### src/rtl/miss_queue.sv
// Miss queue between the LSU cache-table lookup and the cache line manager.
// Merges same-line regular misses, drops conflict/in-progress misses, and presents entries in FIFO order.
module miss_queue #(
    parameter int DEPTH    = 4,
    parameter int ASSOC_W  = 2,
    parameter int LINE_LSB = 6
) (
    input  logic               clk,
    input  logic               rst,

    input  logic [1:0]         IN_valid,
    input  logic [31:0]        IN_missAddr  [2],
    input  logic [31:0]        IN_writeAddr [2],
    input  logic [ASSOC_W-1:0] IN_assoc     [2],
    input  logic [2:0]         IN_mtype     [2],
    output logic [1:0]         OUT_ready,

    output logic               OUT_valid,
    output logic [31:0]        OUT_missAddr,
    output logic [31:0]        OUT_writeAddr,
    output logic [ASSOC_W-1:0] OUT_assoc,
    output logic [2:0]         OUT_mtype,
    input  logic               IN_deqReady,

    output logic [$clog2(DEPTH):0] OUT_count
);

    localparam logic [2:0] MT_REGULAR          = 3'd0;
    localparam logic [2:0] MT_REGULAR_NO_EVICT = 3'd1;
    localparam logic [2:0] MT_CONFLICT         = 3'd2;
    localparam logic [2:0] MT_TRANS_IN_PROG    = 3'd3;

    localparam int PTR_W = $clog2(DEPTH);
    localparam logic [PTR_W:0] DEPTH_C = (PTR_W+1)'(DEPTH);

    typedef struct packed {
        logic               valid;
        logic [31:0]        miss_addr;
        logic [31:0]        write_addr;
        logic [ASSOC_W-1:0] assoc;
        logic [2:0]         mtype;
    } entry_t;

    entry_t           storage [DEPTH];
    logic [PTR_W-1:0] rd_ptr;
    logic [PTR_W-1:0] wr_ptr;
    logic [PTR_W:0]   count;

    logic [PTR_W:0]   free_slots;
    logic             deq;
    logic [1:0]       accept;
    logic [1:0]       hit;
    logic [1:0]       store;
    logic             same_line;
    logic [PTR_W-1:0] wr_idx1;
    logic [1:0]       n_store;
    logic [PTR_W:0]   count_next;

    function automatic logic is_regular(input logic [2:0] mt);
        return (mt == MT_REGULAR) || (mt == MT_REGULAR_NO_EVICT);
    endfunction

    function automatic logic is_dropped(input logic [2:0] mt);
        return (mt == MT_CONFLICT) || (mt == MT_TRANS_IN_PROG);
    endfunction

    always_comb begin
        free_slots = DEPTH_C - count;
        OUT_ready[0] = free_slots >= (PTR_W+1)'(1);
        OUT_ready[1] = free_slots >= (PTR_W+1)'(2);

        OUT_valid     = (count != '0);
        OUT_missAddr  = storage[rd_ptr].miss_addr;
        OUT_writeAddr = storage[rd_ptr].write_addr;
        OUT_assoc     = storage[rd_ptr].assoc;
        OUT_mtype     = storage[rd_ptr].mtype;
        OUT_count     = count;

        deq = OUT_valid && IN_deqReady;
    end

    // The head being dequeued this cycle no longer counts as a merge target.
    always_comb begin
        accept = IN_valid & OUT_ready;
        hit    = '0;
        for (int p = 0; p < 2; p++) begin
            for (int i = 0; i < DEPTH; i++) begin
                if (storage[i].valid && is_regular(storage[i].mtype) &&
                    storage[i].miss_addr[31:LINE_LSB] == IN_missAddr[p][31:LINE_LSB] &&
                    !(deq && PTR_W'(i) == rd_ptr))
                    hit[p] = 1'b1;
            end
        end

        store[0] = accept[0] && !is_dropped(IN_mtype[0]) &&
                   !(is_regular(IN_mtype[0]) && hit[0]);

        same_line = store[0] && is_regular(IN_mtype[0]) &&
                    (IN_missAddr[0][31:LINE_LSB] == IN_missAddr[1][31:LINE_LSB]);

        store[1] = accept[1] && !is_dropped(IN_mtype[1]) &&
                   !(is_regular(IN_mtype[1]) && (hit[1] || same_line));

        wr_idx1    = wr_ptr + PTR_W'(store[0]);
        n_store    = 2'(store[0]) + 2'(store[1]);
        count_next = count + (PTR_W+1)'(n_store) - (PTR_W+1)'(deq);
    end

    always_ff @(posedge clk) begin
        if (rst) begin
            rd_ptr <= '0;
            wr_ptr <= '0;
            count  <= '0;
            for (int i = 0; i < DEPTH; i++)
                storage[i] <= '0;
        end else begin
            if (deq)
                storage[rd_ptr].valid <= 1'b0;
            if (store[0])
                storage[wr_ptr] <= '{valid: 1'b1, miss_addr: IN_missAddr[0],
                                     write_addr: IN_writeAddr[0], assoc: IN_assoc[0],
                                     mtype: IN_mtype[0]};
            if (store[1])
                storage[wr_idx1] <= '{valid: 1'b1, miss_addr: IN_missAddr[1],
                                      write_addr: IN_writeAddr[1], assoc: IN_assoc[1],
                                      mtype: IN_mtype[1]};
            rd_ptr <= rd_ptr + PTR_W'(deq);
            wr_ptr <= wr_ptr + PTR_W'(n_store);
            count  <= count_next;
        end
    end

endmodule

### config.mk
export PLATFORM = sky130hd
export DESIGN_NAME = miss_queue
export DESIGN_NICKNAME = d
export VERILOG_FILES = /design/src/rtl/miss_queue.sv
export SDC_FILE = /design/constraint.sdc
export NUM_CORES = 1
export LEC_CHECK = 0
export ABC_CLOCK_PERIOD_IN_PS = 6500
export BUFFER_PORTS_ARGS = -buffer_cell sky130_fd_sc_hd__buf_2
export CORE_MARGIN = 5
export CORE_UTILIZATION = 30
export CTS_BUF_LIST = sky130_fd_sc_hd__clkbuf_8
export DETAILED_ROUTE_END_ITERATION = 16
export PLACE_DENSITY_LB_ADDON = 0.05
export SYNTH_ARGS = -nofsm -noshare
export SYNTH_HDL_FRONTEND = slang
export SYNTH_SLANG_ARGS = --single-unit
### constraint.sdc
create_clock -name clk -period 6.5 [get_ports clk]
set_input_delay 1.95 -clock clk [delete_from_list [all_inputs] [get_ports clk]]
set_output_delay 1.95 -clock clk [all_outputs]
set_load 0.03 [all_outputs]
==> metrics.cfg, run 1 <==
[drt]
vias = 14500
wl_um = 77800
top_layer_used = met5
remaining_drc_errors = 0
first_pass_iters = 6
met2_length_um = 38400
wl_per_cell_um = 30.8
drtIter0Drc = 1297
ant_nets = 0
wl_met1_um = 32500
via_per_inst = 5.76
met3_length_um = 4700

[setup_path]
worstSetupStartpoint = IN_deqReady
cp-end-kind = register
endpoint = storage[0][27]
path_max_fanout = 40
timing.rr.start = OUT_count[0]
r2r-end = storage[0][27]
worstSetupPathType = input pin to register
reg2reg_slack_ns = 1.49
r2r_cells = 14
cp.arrival_ns = 5.71
startpoint_type = input pin
cp.required_ns = 6.80

[place]
hpwl_um = 48500
numPortBuffers = 217
place_congestion = 0.963

[sta]
worstMarginPinSlew_ns = 0.874
clock_skew_ns = 0.0373
finalSetupTns_ns = 0
fmax_mhz = 185
finalCritPeriodShare_pct = 83.2
maxSlewHeadroom_pct = 41.7
min_period_ns = 5.41
setup_violations = 0
hold_viol = 0
rsz0062_at_grt = false
drv_slew = 0

[yosys]
yosysWarningCount = 0
syn_area_um2 = 17900
synth_cells = 1576
synth.distinct_cells = 41
syn_area_per_cell_um2 = 11.3
synth_top_area_share_pct = 46.4
synth_enable_flop_cells = 276
synth-seq-area-share_pct = 47.7
synth_top_area_cell = edfxtp_1
async_reset_ff_share_pct = 0
synth_flop_cell = edfxtp_1
yosys_register_bits = 287
netlist_top_cells_area = edfxtp_1 (46%), o31ai_1 (12%), mux4_2 (8.7%)
synth.net_count = 1731

[min_path]
hold_class = register to register

[global_route]
grt.total_usage_pct = 23.4
grt_pass1_vias = 15000
grt_overflow = 0
grt_max_degree = 111
grt_pass1_wl_um = 111000
antenna_found_initial = 8

[pwr]
vdd_drop_max_v = 0.000325
power.density_nw_per_um2 = 406
power_leakage_nw = 7.50
p_total_mw = 8.44

[cells_and_area]
nNetsFinal = 1856
final_common_cell = nand3_1
drive_gt1_share_pct = 23.9
mostFrequentLayoutCells = nand3_1 (283), o31ai_1 (276), edfxtp_1 (276)
syn2layout_area_growth_pct = 16.6

[floorplan]
core_um2 = 59000
num_rows = 89
die_h_um = 254
floorplan.initialDensity_pct = 30.3
fp.dieW_um = 254
io_pins = 218
die_area_um2 = 64500

[status]
outcome = complete, no violations

[clocking]
ctsResizeCount = 0
clock-sinks = 287
clk_pin_slew_worst_paths_ns = 0.06
cts.htree.levels = 2
numCtsBuffers = 57
clockBufferDepth = 3
cts_tree = yes
cts_hold_buf = 0
cts_root_buf = clkbuf_8
clock_latency_ns = 0.67
cts_setup_buffers = 0

[run]
cap_violations = 0

## report_power, final
group	internal [mW]	switching (mW)	leakage, nW
Clock	0.928	0.859	0.628
Sequential	2.55	0.337	2.97
Combinational	1.16	2.61	3.90
## area by class of cell
cell class              count  area (µm²)
inverters                  79         297
diodes                      4        10.0
clock inverters            46         238
multi-input cells        1017        8310
fillers                  5982       38200
repair buffers            259        1650
flip-flops and latches    287        8520
clock buffers              60         826
well taps                 773         967
## logic make-up after synthesis
logic type	count (synthesis)	synth area share (%)
AND/OR/NAND/NOR	407	12.3
AO/OA/AOI/OAI	289	12.4
flip-flops	287	47.7
buffers and inverters	272	6.32
XOR/XNOR	240	11.8
multiplexers	69	8.70
adder cells (fa/ha/maj)	12	0.883
## worst max-delay path, cell delays in order
cell and delay [ns]:
buf_2 0.14, or4b_1 0.48, and3_1 0.27, nand4_1 0.13
nor4_1 0.07, nor3_2 0.51, a32o_1 0.48, ha_4 0.29
a2111oi_4 0.57, nand2_1 0.16, nand3b_1 0.27, buf_12 0.36
## stage by stage
| stage | hold WS, ns | utilization, % | worst slack (ns) | instances | instance area, µm² |
|---|---|---|---|---|---|
| floorplan | 0.453 | - | 0.000522 | 1576 | 17900 |
| global placement | 0.463 | 33.4 | 0.516 | 2415 | 19700 |
| detailed placement | 0.465 | 33.4 | 0.513 | 2415 | 19700 |
| CTS | 0.476 | 35.2 | 1.21 | 2521 | 20800 |
| global route | 0.517 | 35.3 | 0.979 | 2524 | 20800 |
| finish | 0.476 | 35.3 | 1.09 | 2525 | 20800 |
## synth_stat cells (all sizes together), types with 3 or more instances
master   count
a2111oi      3
and2         4
and3         5
buf         70
clkbuf     123
dfxtp       11
edfxtp     276
ha          11
inv         79
mux4        69
nand2       11
nand3      284
nand3b       6
nand4       26
nor2        11
nor2b        5
nor4        44
o211ai       5
o31ai      276
xnor2       85
xor2       155
## worst min-delay path by stage
stage	slack (ns)	end	cells past startpoint	from
final	0.48	storage[0][69]	2	storage[0][69]
after global routing	0.52	storage[3][69]	2	storage[3][69]
after CTS	0.48	storage[0][69]	2	storage[0][69]
after detailed placement	0.46	storage[0][69]	2	storage[0][69]
after global placement	0.46	storage[1][69]	2	storage[1][69]
after floorplan	0.45	storage[0][69]	2	storage[0][69]
## state kept, by name (all words and copies together), names as in the netlist
name       flops
wr_ptr         2
storage      280
rd_ptr         2
OUT_count      3
## per-layer routing
metal | vias up | GRT usage [%]
met5 | - | 0
met4 | 8 | 7.20
met3 | 134 | 3.74
met2 | 628 | 39.8
met1 | 7452 | 30.8
li1 | 6313 | -
No activity file was read; power rests on OpenSTA's default activity.
==> run 2: changes to the inputs <==
ABC_AREA = 1   (was default)
ABC_CLOCK_PERIOD_IN_PS = 5200   (was 6500)
clock period = 5.2 ns   (was 6.5 ns; I/O delays follow)
==> run 2 against run 1 <==
Critical path depth down 7. Register-to-register slack worse by 0.46 ns. Flip-flop and latch count unchanged. Worst setup slack worse by 0.48 ns. Global-route usage up 3.5 points. Via count up 41%. Utilization down 0.13 points. Clock skew down 0.0036 ns. Area after synthesis up 11%. Largest power group unchanged. Clock-buffer cell count up 1. Critical path type is now register to output pin. Final cell count up 47%. Total power up 41%.
==> metrics.cfg, run 2 <==
[status]
outcome = complete, no violations

[cells_and_area]
mostFrequentLayoutCells = nand2_1 (855), nor2_1 (370), nand4_1 (294)
drive_gt1_share_pct = 13.6
final_common_cell = nand2_1
fillerInstances = 6981
nNetsFinal = 2957
fin_util_pct = 35.1
syn2layout_area_growth_pct = 16.3
top_register = storage
largest_reg_flops = 280

[setup_path]
cp.required_ns = 3.64
crit_slowest_cell = buf_4
path_max_fanout = 45
reg2reg_slack_ns = 1.03
startpoint_type = register
path_buf_inv = 3
crit_path_frequent_cell = buf_4
critPathMaxStageDelay_ns = 0.62
worstSetupPathType = register to output pin
cp-end-kind = output pin
cp_cell_sequence = buf_4, nand2_1, buf_4, o211ai_1, buf_2
crit_family = buffers and inverters
cp.arrival_ns = 3.03

[place]
place_congestion = 0.982
dp_slack_ns = 0.239
numPortBuffers = 217
hpwl_um = 61500

[run]
cap_violations = 0

[yosys]
synth_top_area_share_pct = 41.7
synth_enable_flop_cells = 276
synth.net_count = 2830
synth_xor_area_share_pct = 4.85
synth_flop_cell = edfxtp_1
synth_top_area_cell = edfxtp_1
synthTopCellsByCount = nand2_1 (858), nor2_1 (374), nand4_1 (294)
netlist_top_cells_area = edfxtp_1 (42%), nand2_1 (16%), nand4_1 (9.3%)
yosys_register_bits = 287
synth-compound-area-share_pct = 5.58
yosysMostFrequentCell = nand2_1
synth-simple-area-share_pct = 37.4
synthMuxAreaShare_pct = 0
yosysWarningCount = 0
syn_area_um2 = 19900
synth_cells = 2675
async_reset_ff_share_pct = 0
synth-seq-area-share_pct = 42.8
synth.distinct_cells = 36
syn_area_per_cell_um2 = 7.43
synthAdderAreaFrac_pct = 0.794
synth_top_family_by_area = simple AND/OR/NAND/NOR gates

[clocking]
clk_pin_slew_worst_paths_ns = 0.06
cts_hold_buf = 0
clockBufferDepth = 3
numCtsBuffers = 60
cts_setup_buffers = 0
clock-sinks = 287
ctsResizeCount = 0
cts_root_buf = clkbuf_8
clock_latency_ns = 0.68
cts.htree.levels = 2
cts_tree = yes

[min_path]
hold_class = register to register

[drt]
ant_nets = 0
via_per_inst = 5.52
vias = 20500
remaining_drc_errors = 0
wl_um = 99600
first_pass_iters = 7
wl_per_cell_um = 26.8
drtIter0Drc = 2045

[pwr]
power.density_nw_per_um2 = 514
p_total_mw = 11.9
vdd_drop_max_v = 0.000534
power_leakage_nw = 10.6

[sta]
clock_skew_ns = 0.0337
finalCritPeriodShare_pct = 88.3
setup_violations = 0
worstMarginPinSlew_ns = 0.961
rsz0062_at_grt = false
setup_slack_ns = 0.606
timing.hold.ws_ns = 0.505
drv_slew = 0
maxSlewHeadroom_pct = 35.9
finalSetupTns_ns = 0
hold_viol = 0
min_period_ns = 4.59
fmax_mhz = 218

[global_route]
grt_overflow = 0
grt_pass1_vias = 20000
grt_max_degree = 145
grt.total_usage_pct = 26.9
antenna_found_initial = 13
grt_pass1_wl_um = 142000

[floorplan]
die_h_um = 267
die_area_um2 = 71500
floorplan.initialDensity_pct = 30.2
fp.dieW_um = 267
num_rows = 94
core_um2 = 65700
io_pins = 218

-- run 2: cells by family (layout without fill, tap and decap cells) --
group	after synthesis	in the layout
AND/OR/NAND/NOR	1710	1710
XOR/XNOR	110	110
adder cells (fa/ha/maj)	12	12
buffers and inverters	400	569
AO/OA/AOI/OAI	156	156
other	0	5
flip-flops	287	287
-- run 2: cell type report --
class,instances,area (µm²),share of cell area (%)
Tap cell,864,1080,4.68
Timing Repair Buffer,287,1940,8.39
Multi-Input combinational cell,1988,9820,42.5
Clock buffer,61,840,3.63
Inverter,178,676,2.93
Antenna cell,5,12.5,0.0542
Sequential cell,287,8510,36.9
Clock inverter,43,220,0.953
-- run 2: worst paths after layout --
path	startpoint	to	depth (start not counted)
hold / removal	storage[1][69]	storage[1][69]	2
setup / recovery	rd_ptr[0]	OUT_missAddr[9]	5
setup reg to reg	OUT_count[0]	storage[2][23]	21
hold reg to reg	storage[1][69]	storage[1][69]	2
-- run 2: power breakdown --
| part | internal (mW) | switching [mW] |
|---|---|---|
| sequential | 3.25 | 0.402 |
| clock | 1.13 | 1.14 |
| combinational | 1.45 | 4.51 |
-- run 2: routing by layer --
layer,vias up,share of wire [%],global-route usage [%]
met4,10,4.0,10.3
met2,1010,47,44.3
li1,9343,-,-
met1,9920,41,35.3
met3,211,7.8,4.76
met5,-,0.063,0
-- run 2: per-stage QoR --
stage,area (µm²),instances
after floorplan,19900,2675
after global placement,22000,3604
after detailed placement,22000,3604
after CTS,23100,3708
after global routing,23100,3711
final,23100,3713
-- run 2: tightest hold or removal path, delay by kind of cell (launching register included) --
| family | cells | cell delay [ns] |
|---|---|---|
| simple gates | 2 | 0.15 |
| flops | 1 | 0.31 |
==> run 3: changes to the inputs <==
ABC_AREA = default   (was 1)
==> run 3 against run 2 <==
Register-to-register slack lost 0.24 ns. Non-clock buffer count up 47. Combinational power shrank 17%. Largest power group unchanged. Highest routed layer unchanged.
==> metrics.cfg, run 3 (synthesized netlist as in run 1, its figures left out) <==
[clocking]
cts_hold_buf = 0
clockBufferDepth = 3
cts_setup_buffers = 0
clock-sinks = 287
cts_root_buf = clkbuf_8
cts_tree = yes
numCtsBuffers = 55
cts.htree.levels = 2
clk_pin_slew_worst_paths_ns = 0.06
clock_latency_ns = 0.65
ctsResizeCount = 0

[sta]
setup_violations = 0
rsz0062_at_grt = false
drv_slew = 0
finalCritPeriodShare_pct = 91.6
min_period_ns = 4.76
hold_viol = 0
clock_skew_ns = 0.0267
maxSlewHeadroom_pct = 36.0
worstMarginPinSlew_ns = 0.960
setup_slack_ns = 0.436
fmax_mhz = 210
finalSetupTns_ns = 0

[global_route]
grt_overflow = 0
grt_pass1_vias = 15300
antenna_found_initial = 8
grt.total_usage_pct = 23.5
grt_max_degree = 59
grt_pass1_wl_um = 111000

[drt]
via_per_inst = 5.67
vias = 14700
remaining_drc_errors = 0
ant_nets = 0
first_pass_iters = 7
wl_um = 77600
drtIter0Drc = 1145
wl_per_cell_um = 30.0

[floorplan]
die_area_um2 = 64500
num_rows = 89
die_h_um = 254
core_um2 = 59000
fp.dieW_um = 254
floorplan.initialDensity_pct = 30.3
io_pins = 218

[min_path]
hold_class = register to register

[cells_and_area]
fin_area_um2 = 21600
mostFrequentLayoutCells = nand3_1 (283), o31ai_1 (276), edfxtp_1 (276)
fillerInstances = 5921
top_register = storage
syn2layout_area_growth_pct = 21.1
largest_reg_flops = 280
fin_util_pct = 36.6
drive_gt1_share_pct = 27.5
nNetsFinal = 1929
final_common_cell = nand3_1

[setup_path]
path_max_fanout = 36
cp.arrival_ns = 3.20
startpoint_type = register
cp-end-kind = output pin
cp.required_ns = 3.64
worstSetupPathType = register to output pin

[status]
outcome = complete, no violations

[place]
numPortBuffers = 217
dp_slack_ns = 0.00980
place_congestion = 0.937
place_area_um2 = 20600
hpwl_um = 52900

[run]
cap_violations = 0

[pwr]
clockPowerShare_pct = 20.0
seqPwrFrac_pct = 33.8
p_int_mw = 5.97
vdd_drop_max_v = 0.000283
switching_share_pct = 44.4
power.density_nw_per_um2 = 496
switchingPower_mw = 4.76
power_frac_comb_pct = 46.2
power_leakage_nw = 7.92

==> run 3: changes by cell type in the layout (fill, tap and decap cells not counted), moves of 30 or more <==
cell	before	now
nor2_1	370	11
a22oi_1	69	0
nand4_1	294	26
mux4_2	0	69
nand2_1	855	6
inv_1	195	90
buf_4	44	74
o31ai_1	0	276
xor2_1	52	154
nand3_1	142	283
nor4_1	4	40
==> run 3: cell type report <==
type                            count  area (µm²)  area share (%)
Antenna cell                        4        10.0          0.0463
Clock buffer                       63         867            4.01
Clock inverter                     34         138           0.636
Inverter                           79         297            1.37
Multi-Input combinational cell   1017        8330            38.5
Sequential cell                   287        8520            39.4
Tap cell                          773         967            4.47
Timing Repair Buffer              334        2500            11.6
==> run 3: metal layers <==
layer | global-route usage [%] | part of all wire [%] | up-vias
met2 | 39.6 | 49 | 617
li1 | - | - | 6466
met4 | 6.20 | 2.2 | 10
met3 | 4.08 | 6.3 | 118
met1 | 31.7 | 42 | 7477
met5 | 0 | 0.088 | -
==> run 3: path summary, 6_finish.rpt <==
kind / start / end / slack (ns) / cells past startpoint
setup / recovery: rd_ptr[0] / OUT_missAddr[15] / 0.44 / 3
hold / removal: storage[0][69] / storage[0][69] / 0.47 / 2
setup reg to reg: OUT_count[0] / OUT_count[2] / 0.79 / 17
hold reg to reg: storage[0][69] / storage[0][69] / 0.47 / 2
==> run 3: power groups by stage <==
stage | Combinational, mW | Sequential, mW | Clock [mW]
6_report | 4.95 | 3.63 | 2.14
5_1_grt | 5.22 | 3.69 | 2.30
4_1_cts | 5.00 | 3.64 | 2.21
3_5_place_dp | 4.98 | 3.69 | 0
3_3_place_gp | 5.00 | 3.67 | 0
2_1_floorplan | 3.10 | 3.47 | 0
==> run 3: through the flow <==
stage	instances	power, mW	hold WS (ns)
floorplan	1576	6.56	0.453
global placement	2490	8.68	0.464
detailed placement	2490	8.67	0.466
CTS	2587	10.8	0.476
global route	2589	11.2	0.489
finish	2591	10.7	0.472
==> run 3: critical path, stage by stage, from the launching register on <==
cell,delay (ns)
dfxtp_4,0.89
buf_4,0.76
mux4_2,0.68
buf_2,0.22
